$ cat src/rtl/vga_timing_pkg.sv
// Default SVGA 800x600@60 raster constants and helpers that derive the
// line/frame totals and sync-region boundaries from the porch parameters.
package vga_timing_pkg;

    localparam int unsigned DEF_H_ACTIVE = 32'd800;
    localparam int unsigned DEF_H_FP     = 32'd40;
    localparam int unsigned DEF_H_SYNC   = 32'd128;
    localparam int unsigned DEF_H_BP     = 32'd88;
    localparam int unsigned DEF_V_ACTIVE = 32'd600;
    localparam int unsigned DEF_V_FP     = 32'd1;
    localparam int unsigned DEF_V_SYNC   = 32'd4;
    localparam int unsigned DEF_V_BP     = 32'd23;
    localparam int unsigned DEF_CW       = 32'd11;
    localparam int unsigned DEF_FW       = 32'd16;

    function automatic int unsigned axis_total(input int unsigned active, input int unsigned fp,
                                               input int unsigned sync, input int unsigned bp);
        return active + fp + sync + bp;
    endfunction

    function automatic int unsigned sync_begin(input int unsigned active, input int unsigned fp);
        return active + fp;
    endfunction

    function automatic int unsigned sync_finish(input int unsigned active, input int unsigned fp,
                                                input int unsigned sync);
        return active + fp + sync;
    endfunction

endpackage

$ cat src/rtl/vga_axis_cnt.sv
// One raster axis: position counter that wraps at TOTAL-1 plus combinational
// region flags (active, sync) for the current count.
module vga_axis_cnt
    import vga_timing_pkg::*;
#(
    parameter int unsigned ACTIVE = DEF_H_ACTIVE,
    parameter int unsigned FP     = DEF_H_FP,
    parameter int unsigned SYNC   = DEF_H_SYNC,
    parameter int unsigned BP     = DEF_H_BP,
    parameter int unsigned CW     = DEF_CW
) (
    input  logic          clk,
    input  logic          w_rst,
    input  logic          step,
    output logic [CW-1:0] cnt,
    output logic          wrap,
    output logic          in_active,
    output logic          in_sync
);

    localparam logic [CW-1:0] LAST      = CW'(axis_total(ACTIVE, FP, SYNC, BP) - 32'd1);
    localparam logic [CW-1:0] ACT_END   = CW'(ACTIVE);
    localparam logic [CW-1:0] SYNC_BEG  = CW'(sync_begin(ACTIVE, FP));
    localparam logic [CW-1:0] SYNC_END  = CW'(sync_finish(ACTIVE, FP, SYNC));
    localparam logic [CW-1:0] CNT_ONE   = {{(CW-1){1'b0}}, 1'b1};

    logic [CW-1:0] cnt_r;
    logic          at_last_s;

    // Region decode of the current count; wrap is qualified by step.
    always_comb begin
        at_last_s = (cnt_r == LAST);
        wrap      = step & at_last_s;
        in_active = (cnt_r < ACT_END);
        in_sync   = (cnt_r >= SYNC_BEG) && (cnt_r < SYNC_END);
    end

    // Position counter: reset dominates, wrap returns to zero, otherwise +1 per step.
    always_ff @(posedge clk) begin
        if (w_rst) begin
            cnt_r <= {CW{1'b0}};
        end else if (wrap) begin
            cnt_r <= {CW{1'b0}};
        end else if (step) begin
            cnt_r <= cnt_r + CNT_ONE;
        end else begin
            cnt_r <= cnt_r;
        end
    end

    assign cnt = cnt_r;

endmodule

$ cat src/rtl/vga_timing_gen.sv
// Parametrised raster timing generator: h/v axis counters, a registered decode
// stage (position, syncs at configured polarity, strobes) and a frame counter.
module vga_timing_gen
    import vga_timing_pkg::*;
#(
    parameter int unsigned H_ACTIVE = DEF_H_ACTIVE,
    parameter int unsigned H_FP     = DEF_H_FP,
    parameter int unsigned H_SYNC   = DEF_H_SYNC,
    parameter int unsigned H_BP     = DEF_H_BP,
    parameter int unsigned V_ACTIVE = DEF_V_ACTIVE,
    parameter int unsigned V_FP     = DEF_V_FP,
    parameter int unsigned V_SYNC   = DEF_V_SYNC,
    parameter int unsigned V_BP     = DEF_V_BP,
    parameter logic        HS_POL   = 1'b1,
    parameter logic        VS_POL   = 1'b1,
    parameter int unsigned CW       = DEF_CW,
    parameter int unsigned FW       = DEF_FW
) (
    input  logic          clk,
    input  logic          w_rst,
    input  logic          pix_ce,
    output logic [CW-1:0] pos_x,
    output logic [CW-1:0] pos_y,
    output logic          hsync,
    output logic          vsync,
    output logic          active,
    output logic          line_start,
    output logic          frame_start,
    output logic [FW-1:0] frame_cnt
);

    localparam logic [FW-1:0] FRAME_ONE = {{(FW-1){1'b0}}, 1'b1};

    logic [CW-1:0] h_cnt_s;
    logic [CW-1:0] v_cnt_s;
    logic          h_wrap_s;
    logic          v_wrap_s;
    logic          h_act_s;
    logic          v_act_s;
    logic          h_sync_s;
    logic          v_sync_s;

    logic [CW-1:0] pos_x_s;
    logic [CW-1:0] pos_y_s;
    logic          act_s;
    logic          hsync_s;
    logic          vsync_s;
    logic          line_start_s;
    logic          frame_start_s;

    logic [CW-1:0] pos_x_r;
    logic [CW-1:0] pos_y_r;
    logic          hsync_r;
    logic          vsync_r;
    logic          active_r;
    logic          line_start_r;
    logic          frame_start_r;
    logic [FW-1:0] frame_cnt_r;
    logic          frame_pend_r;

    vga_axis_cnt #(
        .ACTIVE (H_ACTIVE),
        .FP     (H_FP),
        .SYNC   (H_SYNC),
        .BP     (H_BP),
        .CW     (CW)
    ) u_h (
        .clk       (clk),
        .w_rst     (w_rst),
        .step      (pix_ce),
        .cnt       (h_cnt_s),
        .wrap      (h_wrap_s),
        .in_active (h_act_s),
        .in_sync   (h_sync_s)
    );

    vga_axis_cnt #(
        .ACTIVE (V_ACTIVE),
        .FP     (V_FP),
        .SYNC   (V_SYNC),
        .BP     (V_BP),
        .CW     (CW)
    ) u_v (
        .clk       (clk),
        .w_rst     (w_rst),
        .step      (h_wrap_s),
        .cnt       (v_cnt_s),
        .wrap      (v_wrap_s),
        .in_active (v_act_s),
        .in_sync   (v_sync_s)
    );

    // Decode of the current (h, v); positions read zero outside the visible area.
    always_comb begin
        act_s         = h_act_s & v_act_s;
        line_start_s  = (h_cnt_s == {CW{1'b0}});
        frame_start_s = line_start_s && (v_cnt_s == {CW{1'b0}});
        hsync_s       = h_sync_s ? HS_POL : ~HS_POL;
        vsync_s       = v_sync_s ? VS_POL : ~VS_POL;
        if (act_s) begin
            pos_x_s = h_cnt_s;
            pos_y_s = v_cnt_s;
        end else begin
            pos_x_s = {CW{1'b0}};
            pos_y_s = {CW{1'b0}};
        end
    end

    // Output register stage; frame_pend delays the frame wrap by one pixel so the
    // frame count moves on the same edge that presents frame_start.
    always_ff @(posedge clk) begin
        if (w_rst) begin
            pos_x_r       <= {CW{1'b0}};
            pos_y_r       <= {CW{1'b0}};
            hsync_r       <= ~HS_POL;
            vsync_r       <= ~VS_POL;
            active_r      <= 1'b0;
            line_start_r  <= 1'b0;
            frame_start_r <= 1'b0;
            frame_cnt_r   <= {FW{1'b0}};
            frame_pend_r  <= 1'b0;
        end else if (pix_ce) begin
            pos_x_r       <= pos_x_s;
            pos_y_r       <= pos_y_s;
            hsync_r       <= hsync_s;
            vsync_r       <= vsync_s;
            active_r      <= act_s;
            line_start_r  <= line_start_s;
            frame_start_r <= frame_start_s;
            frame_pend_r  <= v_wrap_s;
            if (frame_pend_r) begin
                frame_cnt_r <= frame_cnt_r + FRAME_ONE;
            end else begin
                frame_cnt_r <= frame_cnt_r;
            end
        end else begin
            pos_x_r       <= pos_x_r;
            pos_y_r       <= pos_y_r;
            hsync_r       <= hsync_r;
            vsync_r       <= vsync_r;
            active_r      <= active_r;
            line_start_r  <= line_start_r;
            frame_start_r <= frame_start_r;
            frame_cnt_r   <= frame_cnt_r;
            frame_pend_r  <= frame_pend_r;
        end
    end

    assign pos_x       = pos_x_r;
    assign pos_y       = pos_y_r;
    assign hsync       = hsync_r;
    assign vsync       = vsync_r;
    assign active      = active_r;
    assign line_start  = line_start_r;
    assign frame_start = frame_start_r;
    assign frame_cnt   = frame_cnt_r;

endmodule

$ cat config.mk
export PLATFORM = sky130hd
export DESIGN_NAME = vga_timing_gen
export DESIGN_NICKNAME = d
export VERILOG_FILES = /design/src/rtl/vga_timing_pkg.sv /design/src/rtl/vga_axis_cnt.sv /design/src/rtl/vga_timing_gen.sv
export SDC_FILE = /design/constraint.sdc
export NUM_CORES = 1
export LEC_CHECK = 0
export CAP_MARGIN = 20
export CELL_PAD_IN_SITES_DETAIL_PLACEMENT = 0
export CELL_PAD_IN_SITES_GLOBAL_PLACEMENT = 1
export CORE_ASPECT_RATIO = 0.5
export CORE_UTILIZATION = 44
export CTS_BUF_LIST = sky130_fd_sc_hd__clkbuf_8 sky130_fd_sc_hd__clkbuf_16
export DETAILED_ROUTE_END_ITERATION = 8
export PLACE_DENSITY_LB_ADDON = 0.1
export SLEW_MARGIN = 40
export SYNTH_ARGS = -nofsm -noshare
export SYNTH_HDL_FRONTEND = slang
export SYNTH_HIERARCHICAL = 1
export SYNTH_SLANG_ARGS = --single-unit
$ cat constraint.sdc
create_clock -name clk -period 7 [get_ports clk]
set_input_delay 1.05 -clock clk [delete_from_list [all_inputs] [get_ports clk]]
set_output_delay 1.05 -clock clk [all_outputs]
set_load 0.05 [all_outputs]
==> results_dict.tcl, run 1 <==
set metrics [dict create \
    outcome "finished, final reports clean" \
    worst_setup_path_end_kind "register" \
    reg2reg_slack_ps 4440 \
    post_cts_resized 0 \
    synth-warning-count 6 \
    synth_seq_cells 66 \
    synth_area_leaders "dfxtp_1 44%, nor2_1 6.8%, a22oi_1 5.5%" \
    htreeDepth 3 \
    placed_area_sq_um 3450 \
    drt_wl_total_microns 6480 \
    ant_nets 0 \
    synth_area_leader_cell "dfxtp_1" \
    fin_tns_setup_ps 0 \
    yosysTopAreaCellShare 0.442 \
    min-delay-start "line_start" \
    synthTopCellsByCount "66 x dfxtp_1, 54 x nor2_1, 22 x a22oi_1" \
    ys_seq_area_frac 0.442 \
    cts_tree "yes" \
    postCtsSetupBuffers 0 \
    dp_cells 444 \
    ir_worst_vdd_mv 0.162 \
    fin_ws_ps 3230 \
    min_path_cells 2 \
    die_area_sq_um 7140 \
    start_util 0.474 \
    final_cell_area_sq_um 3720 \
    place_hpwl_microns 4340 \
    critPathLaunchType "input port" \
    skew_ps 4.88 \
    dr.first_iter.drc_count 132 \
    leakagePower_nw 1.32 \
    fin_crit_sh 0.539 \
    diodes 0 \
    maxCapViolations 0 \
    ys_types 51 \
    rsz0062_at_grt "false" \
    netlist_area_sq_um 2990 \
    io_pins 46 \
    slew_violations 0 \
    worst_skew_pair.late_latency_ps 330 \
    drc 0 \
    core_area_sq_um 6310 \
    reg2reg_depth 7 \
    cp.arrival_ps 4030 \
    synth_fp_nets 333 \
    grt_overflow 0 \
    grt_pass1_wl_microns 10900 \
    cts_hold_buf 0 \
    pre_cts_ws_ps 2910 \
    post_drt_wl_per_cell_microns 14.1 \
    grt_pass1_vias 2269 \
    relSlewSlack 0.459 \
    tightestPinTransition_ps 809 \
    numClockSinks 66 \
    criticalPathCategory "input port to register" \
    grt_max_degree 54 \
    r2r-start "u_h/cnt[0]" \
    clock_path_buffers 2 \
    via_count 2526 \
    finalSetupViolCount 0 \
    hold_path.class "register to register" \
    avgViaCountPerCell 5.50 \
    clock-root-buffer "clkbuf_16" \
    max_freq_mhz 265 \
    rows 20 \
    die_w_microns 119 \
    final_cells 459 \
    antenna_found_initial 0 \
    cp.required_ps 7260 \
    drive_gt1_frac 0.0970 \
    area_growth_pct 24.7 \
    die_y_microns 60.3 \
    period_minus_slack_ps 3770 \
    synth-edff-count 0 \
    worstHoldEndpoint "line_start" \
    hold_slack_ps 470 \
    clkTransAtPathRegs_ps 50 \
    syn_avg_cell_area_sq_um 9.19 \
    crit_fanout 19 \
    grt.total_usage 0.202 \
    cellPowerDensity_nw_per_um2 221 \
    nets 375 \
    timing.rr.end "u_v/cnt[7]" \
    cts_made_buffers 9 \
    synthFlopType "dfxtp_1" \
    synthCells 325 \
    synth.most_common_cell "dfxtp_1" \
    hold_viol 0 \
    finalWeightedCongestion 0.787 \
    async_reset_ff_frac 0 \
    firstDrtPassIters 5 \
    portBuffers 45 \
]
==> metrics by stage <==
step           power (mW)  utilization
6_report            0.822        0.591
5_1_grt             0.854        0.591
4_1_cts             0.829        0.591
3_5_place_dp        0.426        0.548
3_3_place_gp        0.425        0.547
2_1_floorplan       0.417            -
==> power by group <==
part	internal, mW	switching [mW]
logic	0.0101	0.0245
registers	0.379	0.00335
clock network	0.253	0.152
==> worst max path at each step <==
stage / startpoint / to / slack [ps] / cells past startpoint
6_report: pix_ce / u_v/cnt[7] / 3230 / 7
5_1_grt: pix_ce / u_v/cnt[7] / 3010 / 7
4_1_cts: pix_ce / u_v/cnt[7] / 3250 / 7
3_5_place_dp: pix_ce / u_v/cnt[7] / 2910 / 7
3_3_place_gp: pix_ce / u_v/cnt[7] / 3080 / 7
2_1_floorplan: pix_ce / u_v/cnt[7] / 4250 / 7
==> registers in the layout (all words and copies together), names as in the netlist <==
register      flops
active            1
frame_cnt        16
frame_pend_r      1
frame_start       1
hsync             1
line_start        1
pos_x            11
pos_y            11
u_h/cnt          11
u_v/cnt          11
vsync             1
==> routing by layer <==
metal | vias up | share of wire | global-route usage
met4 | 0 | 0.0094 | 0.0814
met1 | 1209 | 0.49 | 0.241
li1 | 1266 | - | -
met5 | - | 0 | 0
met3 | 5 | 0.038 | 0.0697
met2 | 46 | 0.46 | 0.339
==> layout make-up <==
type                            instances  area [sq um]
Inverter                                9          33.8
Timing Repair Buffer                   47           460
Multi-Input combinational cell        234          1530
Clock buffer                           11           253
Fill cell                             564          2580
Clock inverter                          4          18.8
Sequential cell                        66          1320
Tap cell                               88           110
==> worst max-delay path, stage by stage <==
cell and delay (ps):
clkdlybuf4s50_1 1000, nand4_1 460, nor4_1 420, buf_4 230, nand4_1 230, or3_2 480
a21oi_1 150
==> cell families (layout without fill, tap and decap cells) <==
kind of cell / Yosys count / in the layout / share of synthesized area
and+or+nand+nor: 142 / 142 / 0.269
DFF: 66 / 66 / 0.442
AOI/OAI and AO/OA: 60 / 60 / 0.139
buffers and inverters: 25 / 71 / 0.0469
xor gates and xnor gates: 21 / 21 / 0.0616
muxes: 6 / 6 / 0.0209
adders and majority gates: 5 / 5 / 0.0209
==> cell usage in the layout (no fill, tap or decap), drive strengths merged, types with 2 or more instances in the layout <==
master / n
xor2: 10
a21oi: 17
buf: 3
ha: 5
or4: 6
and3: 2
mux2: 2
o31ai: 5
a22oi: 22
mux2i: 4
xnor2: 11
nor3: 4
and4: 2
clkdlybuf4s50: 44
nor4: 10
nor2: 54
nor4b: 2
o21ai: 8
nor2b: 3
nand4: 17
inv: 9
clkinv: 4
or3: 8
nand3: 10
nand2: 19
clkbuf: 11
dfxtp: 66
No activity file was read; power rests on OpenSTA's default activity.
==> run 2, diff against run 1 <==
--- a/config.mk
+++ b/config.mk
@@ -9,7 +9,7 @@
 export CELL_PAD_IN_SITES_DETAIL_PLACEMENT = 0
 export CELL_PAD_IN_SITES_GLOBAL_PLACEMENT = 1
 export CORE_ASPECT_RATIO = 0.5
-export CORE_UTILIZATION = 44
+export CORE_UTILIZATION = 41
 export CTS_BUF_LIST = sky130_fd_sc_hd__clkbuf_8 sky130_fd_sc_hd__clkbuf_16
 export DETAILED_ROUTE_END_ITERATION = 8
 export PLACE_DENSITY_LB_ADDON = 0.1
==> constraint.sdc (replaced) <==
create_clock -name clk -period 3.64 [get_ports clk]
set_input_delay 0.546 -clock clk [delete_from_list [all_inputs] [get_ports clk]]
set_output_delay 0.546 -clock clk [all_outputs]
set_load 0.05 [all_outputs]
==> results_dict.tcl, run 2 (synthesis results as in run 1) <==
set metrics [dict create \
    r2r-start "u_h/cnt[1]" \
    criticalPathCategory "register to register" \
    pre_cts_ws_ps 830 \
    grt_overflow 0 \
    drc 0 \
    post_cts_resized 0 \
    start_util 0.436 \
    clock-root-buffer "clkbuf_16" \
    area_growth_pct 24.1 \
    maxCapViolations 0 \
    hold_path.class "register to register" \
    period_minus_slack_ps 2540 \
    diodes 0 \
    largest_register_ffs 16 \
    max_freq_mhz 393 \
    fin_crit_sh 0.699 \
    ant_nets 0 \
    cts_made_buffers 9 \
    clock_path_buffers 2 \
    numClockSinks 66 \
    htreeDepth 3 \
    layout_commonest_cell "dfxtp_1" \
    outcome "finished, final reports clean" \
    postCtsSetupBuffers 0 \
    cp.required_ps 3890 \
    finalPower_mw 1.52 \
    die_y_microns 62.4 \
    grt_max_degree 54 \
    core_area_sq_um 6860 \
    die_w_microns 123 \
    firstDrtPassIters 4 \
    fin_ws_ps 1100 \
    ir_worst_vdd_mv 0.201 \
    leakagePower_nw 1.32 \
    via_count 2533 \
    cellPowerDensity_nw_per_um2 411 \
    hold_viol 0 \
    cts_tree "yes" \
    grt_pass1_wl_microns 11900 \
    place_hpwl_microns 4580 \
    skew_ps 4.38 \
    dr.first_iter.drc_count 143 \
    min-delay-start "frame_start" \
    rows 21 \
    reg2reg_slack_ps 1100 \
    portBuffers 45 \
    finalWeightedCongestion 0.800 \
    fin_tns_setup_ps 0 \
    cts_hold_buf 0 \
    slew_violations 0 \
    grt_pass1_vias 2474 \
    avgViaCountPerCell 5.47 \
    final_cell_mix "66 x dfxtp_1, 54 x nor2_1, 44 x clkdlybuf4s50_1" \
    nFillCells 666 \
    io_pins 46 \
    critical_path.startpoint "u_h/cnt[1]" \
    clkTransAtPathRegs_ps 50 \
    drive_gt1_frac 0.0809 \
    finalSetupViolCount 0 \
    worstHoldEndpoint "frame_start" \
    crit_fanout 9 \
    min_path_cells 2 \
    cp.arrival_ps 2800 \
    nets 375 \
    tightestPinTransition_ps 808 \
    drt_wl_total_microns 6900 \
    die_area_sq_um 7650 \
    timing.rr.end "u_v/cnt[7]" \
    post_drt_wl_per_cell_microns 14.9 \
    rsz0062_at_grt "false" \
    reg2reg_depth 7 \
    relSlewSlack 0.461 \
    worst_setup_path_end_kind "register" \
    grt.total_usage 0.202 \
    antenna_found_initial 0 \
    worst_skew_pair.late_latency_ps 330 \
    critPathLaunchType "register" \
]
[run 2: area by class of cell]
cell class,instances,area (sq um),share of cell area
clock buffer,9,225,0.0607
inverter,9,33.8,0.00911
multi-input combinational,234,1530,0.412
tap,92,115,0.0310
sequential,66,1320,0.356
timing repair buffer,47,463,0.125
clock inverter,6,22.5,0.00607
[run 2: through the flow]
stage | util | hold slack [ps] | cell area (sq um) | cells
floorplan | - | 487 | 2990 | 325
global placement | 0.504 | 457 | 3460 | 448
detailed placement | 0.504 | 456 | 3460 | 448
CTS | 0.541 | 464 | 3710 | 463
global route | 0.541 | 501 | 3710 | 463
finish | 0.541 | 460 | 3710 | 463
[run 2: how the worst max path moves through the flow]
| stage | to | slack (ps) | depth (start not counted) |
|---|---|---|---|
| finish | u_v/cnt[7] | 1100 | 7 |
| global route | u_v/cnt[7] | 840 | 7 |
| CTS | u_v/cnt[7] | 1100 | 7 |
| detailed placement | u_v/cnt[7] | 830 | 7 |
| global placement | u_v/cnt[7] | 900 | 7 |
| floorplan | u_v/cnt[7] | 1400 | 7 |
[run 2: where the power goes]
| part | total [mW] | leakage (nW) | switching, mW | internal (mW) |
|---|---|---|---|---|
| combinational | 0.0670 | 0.647 | 0.0475 | 0.0195 |
| sequential | 0.738 | 0.533 | 0.00752 | 0.730 |
| clock | 0.719 | 0.143 | 0.278 | 0.440 |
[run 2: metal layers]
layer | track usage | routed length [microns]
met5 | 0 | 0
met4 | 0.0823 | 110
met3 | 0.0643 | 295
met2 | 0.320 | 3210
met1 | 0.253 | 3280
[run 2: worst max-delay path, cell delays in order (launching register included)]
cell and delay (ps):
dfxtp_1 480, ha_1 250, nand4_1 290, nor4_1 360, buf_4 220, nand4_1 230
or3_2 490, a21oi_1 150
